### config.mk
export PLATFORM = sky130hd
export DESIGN_NAME = alu_result_stage
export DESIGN_NICKNAME = d
export VERILOG_FILES = /design/src/rtl/alu_result_stage.sv
export SDC_FILE = /design/constraint.sdc
export NUM_CORES = 1
export LEC_CHECK = 0
export ABC_CLOCK_PERIOD_IN_PS = 5250
export CAP_MARGIN = 20
export CORE_MARGIN = 8
export CORE_UTILIZATION = 40
export DETAILED_ROUTE_END_ITERATION = 10
export PLACE_DENSITY = 0.6
export SYNTH_ARGS = -nofsm -noshare
export SYNTH_HDL_FRONTEND = slang
export SYNTH_SLANG_ARGS = --single-unit
### constraint.sdc
create_clock -name clk -period 5.25 [get_ports clk]
set_input_delay 1.05 -clock clk [delete_from_list [all_inputs] [get_ports clk]]
set_output_delay 1.05 -clock clk [all_outputs]
set_load 0.01 [all_outputs]
### src/rtl/alu_result_stage.sv
// alu_result_stage
//   Registered ALU result stage for the pipelined MIPS datapath. Computes
//   AND/OR/ADD/SUB/SLT on WIDTH-bit operands. Each result is written into a
//   2-entry output buffer with valid/ready handshakes on both sides, so the
//   stage can absorb one cycle of downstream stall. An illegal op code
//   re-issues the last legal result and flags the entry as illegal.
//
//   Optional feature: define ALU_OVF_EN to add the ovf port and a per-entry
//   signed-overflow flag.
//
// Ports
//   clk        in   rising-edge clock
//   rst_n      in   asynchronous active-low reset
//   in_valid   in   operands/op valid this cycle
//   in_ready   out  stage can accept (count < 2)
//   a, b       in   WIDTH-bit operands
//   op         in   3-bit ALU control (000 AND, 001 OR, 010 ADD, 110 SUB, 111 SLT)
//   out_valid  out  buffer head valid (count != 0)
//   out_ready  in   consumer takes the head this cycle
//   result     out  head result
//   zero       out  head result == 0
//   illegal    out  head entry came from an illegal op
//   ovf        out  head signed overflow (ALU_OVF_EN only)
module alu_result_stage #(
  parameter int unsigned WIDTH = 32
) (
  input  logic             clk,
  input  logic             rst_n,
  input  logic             in_valid,
  output logic             in_ready,
  input  logic [WIDTH-1:0] a,
  input  logic [WIDTH-1:0] b,
  input  logic [2:0]       op,
  output logic             out_valid,
  input  logic             out_ready,
  output logic [WIDTH-1:0] result,
  output logic             zero,
  output logic             illegal
`ifdef ALU_OVF_EN
  ,
  output logic             ovf
`endif
);

  typedef enum logic [2:0] {
    OP_AND = 3'b000,
    OP_OR  = 3'b001,
    OP_ADD = 3'b010,
    OP_SUB = 3'b110,
    OP_SLT = 3'b111
  } alu_op_e;

  // Buffer storage and bookkeeping
  logic [WIDTH-1:0] res_q [2];
  logic [1:0]       zero_q;
  logic [1:0]       ill_q;
  logic             head;
  logic             tail;
  logic [1:0]       count;
  logic [WIDTH-1:0] last_legal;

  // Combinational ALU
  logic [WIDTH-1:0] sum;
  logic [WIDTH-1:0] diff;
  logic             slt;
  logic [WIDTH-1:0] alu_res;
  logic             alu_legal;

  assign sum  = a + b;
  assign diff = a - b;
  assign slt  = ($signed(a) < $signed(b));

  always_comb begin
    alu_res   = last_legal;
    alu_legal = 1'b1;
    case (op)
      OP_AND:  alu_res = a & b;
      OP_OR:   alu_res = a | b;
      OP_ADD:  alu_res = sum;
      OP_SUB:  alu_res = diff;
      OP_SLT:  alu_res = {{(WIDTH-1){1'b0}}, slt};
      default: begin
        alu_res   = last_legal;
        alu_legal = 1'b0;
      end
    endcase
  end

`ifdef ALU_OVF_EN
  logic [1:0] ovf_q;
  logic       alu_ovf;

  always_comb begin
    alu_ovf = 1'b0;
    case (op)
      OP_ADD:  alu_ovf = (a[WIDTH-1] == b[WIDTH-1]) && (sum[WIDTH-1]  != a[WIDTH-1]);
      OP_SUB:  alu_ovf = (a[WIDTH-1] != b[WIDTH-1]) && (diff[WIDTH-1] != a[WIDTH-1]);
      default: alu_ovf = 1'b0;
    endcase
  end
`endif

  // Handshakes: in_ready comes only from the registered count
  logic push;
  logic pop;

  assign in_ready  = (count < 2'd2);
  assign out_valid = (count != 2'd0);
  assign push      = in_valid && in_ready;
  assign pop       = out_valid && out_ready;

  always_ff @(posedge clk or negedge rst_n) begin
    if (!rst_n) begin
      for (int unsigned i = 0; i < 2; i++) begin
        res_q[i] <= '0;
      end
      // Reset entries hold result 0, so their stored zero flag is 1
      zero_q     <= '1;
      ill_q      <= '0;
      head       <= 1'b0;
      tail       <= 1'b0;
      count      <= '0;
      last_legal <= '0;
    end else begin
      if (push) begin
        res_q[tail]  <= alu_res;
        zero_q[tail] <= (alu_res == '0);
        ill_q[tail]  <= ~alu_legal;
        tail         <= ~tail;
        if (alu_legal) begin
          last_legal <= alu_res;
        end
      end
      if (pop) begin
        head <= ~head;
      end
      case ({push, pop})
        2'b10:   count <= count + 2'd1;
        2'b01:   count <= count - 2'd1;
        default: count <= count;
      endcase
    end
  end

`ifdef ALU_OVF_EN
  always_ff @(posedge clk or negedge rst_n) begin
    if (!rst_n) begin
      ovf_q <= '0;
    end else if (push) begin
      ovf_q[tail] <= alu_ovf;
    end
  end

  assign ovf = ovf_q[head];
`endif

  assign result  = res_q[head];
  assign zero    = zero_q[head];
  assign illegal = ill_q[head];

endmodule

==> results.json <==
{
  "status": "completed",
  "p_leak_nw": 5.69,
  "timing.max_cap.violations": 0,
  "cts_tree": "done",
  "final_nets": 1668,
  "synth-simple-area-share_pct": 18.4,
  "grt_max_degree": 69,
  "track_usage_pct": 23.3,
  "port_buffers": 106,
  "worstPathArrival_ns": 5.17,
  "cp_slowest_cell": "o41ai_4",
  "die_h_um": 178,
  "synth-compound-area-share_pct": 28.1,
  "crit_top_cell": "buf_4",
  "path_buf_inv": 5,
  "final_cell_mix": "nand2_1 (149), o21ai_0 (149), buf_4 (120)",
  "startpoint_type": "input pin",
  "synth_xor_area_share_pct": 2.25,
  "clockBufferDepth": 2,
  "peakVddDrop_v": 0.000417,
  "synthArstFlopShare_pct": 100,
  "vias": 10711,
  "cp.required_ns": 5.52,
  "synth-edff-count": 0,
  "timing.setup.tns_ns": 0,
  "rows": 59,
  "slew_headroom_pct": 29.0,
  "fin_crit_ns": 4.90,
  "r2r_slack_ns": 2.58,
  "initial_core_util_pct": 40.5,
  "seq_area_um2": 2610,
  "dr.pass1.iters": 5,
  "synth_ff_type": "dfrtp_1",
  "synth.avg_cell_area_um2": 7.82,
  "synth_cell_type_count": 88,
  "n_fill_cell": 2579,
  "synth_top_cell_by_area": "dfrtp_1",
  "diodes": 0,
  "grt_remaining_overflow": 0,
  "fin_skew_ns": 0.00744,
  "synth_top_area_share_pct": 24.3,
  "path_class": "input pin to register",
  "end_kind": "register",
  "final_cell_area_um2": 12800,
  "numCtsBuffers": 9,
  "wl_per_cell_um": 20.5,
  "yosysWarnings": 0,
  "postPlaceCellArea_um2": 12500,
  "dp_hpwl_um": 29800,
  "seq_area_frac_synth_pct": 24.8,
  "cts.sinks": 104,
  "drt_iter0_drc": 935,
  "fp.dieW_um": 178,
  "dieArea_um2": 31700,
  "syn_area_um2": 10500,
  "setup-violations-final": 0,
  "grt_first_pass_wirelength_um": 58400,
  "max_freq_mhz": 204,
  "synthTopCellsByArea": "dfrtp_1 (24%), ha_1 (12%), o21ai_0 (7.1%)",
  "vias_per_cell": 5.85,
  "hold_class": "register to register",
  "rsz0062_at_grt": "false",
  "muxShareOfSynthArea_pct": 6.49,
  "worst_pin_slew_ns": 1.06,
  "cts_setup_buffers": 0,
  "root_buffer": "clkbuf_16",
  "wl_um": 37600,
  "cts_max_level": 3,
  "synthAdderAreaFrac_pct": 12.7,
  "powerDensity_nw_per_um2": 334,
  "holdBufCountCts": 0,
  "antenna_found_initial": 0,
  "syn_nets": 1519,
  "slowest_delay_ns": 0.55,
  "cts_resized": 0,
  "path_clk_slew_ns": 0.07,
  "crit_chain": "clkdlybuf4s50_1 -> inv_1 -> ha_1 -> inv_2 -> o211ai_1 -> a21oi_1 -> buf_4 -> o41ai_4 -> nand2_1 -> a41oi_1 -> mux2_2 -> nor4_1 -> buf_4 -> o2111ai_1 -> or4_1 -> o21ai_1",
  "final_max_slew_viol_count": 0,
  "postRouteAntennaNets": 0,
  "syn_inst": 1343,
  "synthToLayoutAreaGrowth_pct": 21.7,
  "critPathMaxFanout": 9,
  "grt_pass1_vias": 10309,
  "period_share_pct": 93.3,
  "place_congestion": 0.985,
  "synth_top_family_by_area": "compound AO/OA/AOI/OAI gates",
  "multi_input_area_um2": 7140,
  "drive_gt1_share_pct": 15.2,
  "hold_violations": 0,
  "clk_latency_ns": 0.34,
  "synth_seq_cells": 104,
  "drc": 0,
  "ios": 107,
  "core_area_um2": 25900,
  "path_delay_family": "compound AO/OA/AOI/OAI gates"
}
## layout make-up
class                   count  share of cell area, %
clock buffers              10                   1.87
well taps                 335                   3.28
repair buffers            225                   15.2
multi-input cells        1054                   55.8
inverters                  98                   2.88
flip-flops and latches    104                   20.4
clock inverters             6                  0.578
## routing by layer
metal / track usage (%) / routed length (um)
met1: 33.3 / 18000
met2: 35.9 / 16400
met3: 2.94 / 2250
met4: 7.09 / 934
met5: 0 / 0
## report_power, final
group	total [mW]	leakage (nW)	switching [mW]	internal, mW
logic	2.22	4.25	1.17	1.06
registers	1.35	1.29	0.185	1.16
clock network	0.694	0.148	0.304	0.390
total	4.26	5.69	1.66	2.61
## state kept, by name, indices dropped and copies added (netlist names)
signal	count
res_q	64
ill_q	2
head	1
tail	1
last_legal	32
zero_q	2
count	2
## through the flow
stage | total power [mW] | setup WS (ns) | std cells | util (%) | hold WS [ns]
floorplan | 2.63 | 1.04 | 1343 | - | 0.440
global placement | 3.53 | 0.106 | 1816 | 48.1 | 0.454
detailed placement | 3.57 | 0.0500 | 1816 | 48.1 | 0.460
CTS | 4.28 | 0.370 | 1832 | 49.3 | 0.471
global route | 4.57 | 0.0608 | 1832 | 49.3 | 0.496
finish | 4.26 | 0.354 | 1832 | 49.3 | 0.471
## synthesized netlist by cell type (6+ instances only)
master	count
nor2b_1	16
o21ai_0	149
a211oi_1	18
dfrtp_1	102
mux2_2	56
nor3_1	27
o21a_1	7
buf_2	21
nor4_1	13
and3_1	10
o21bai_1	10
inv_1	94
and2_1	6
a21oi_1	93
o221ai_1	6
xnor2_1	23
o31ai_1	21
o211ai_1	17
nor2_1	97
a21o_1	25
nand2_1	150
or4_1	6
o21ai_1	10
or3_1	11
ha_1	103
a31oi_1	22
clkbuf_1	53
nand4_1	18
nand3_1	22
## kinds of logic after synthesis
| group | Yosys count |
|---|---|
| xor+xnor | 27 |
| mux | 61 |
| simple gates | 404 |
| fa+ha+maj | 105 |
| flops | 104 |
| compound gates | 457 |
| buf+inv | 185 |
## path summary, 6_finish.rpt
kind	start	cells after the start	to
worst min-delay path	zero_q[0]	2	zero_q[0]
min in group asynchronous	rst_n	1	res_q[62]
worst max register to register	last_legal[1]	10	zero_q[1]
worst min register to register	zero_q[0]	2	zero_q[0]
worst max-delay path	b[7]	16	zero_q[1]
max in group asynchronous	rst_n	2	res_q[49]
## worst register-to-register path: stages (launching register included)
cell and delay (ns):
dfrtp_1 0.41, a21o_1 0.19, a21oi_1 0.14, nor2_1 0.05, a21oi_1 0.27, and3b_1 0.22
o2111a_1 0.29, nand4_4 0.11, or4b_1 0.56, nand4b_4 0.19, o21ai_1 0.16
(Power assumes the default switching activity.)
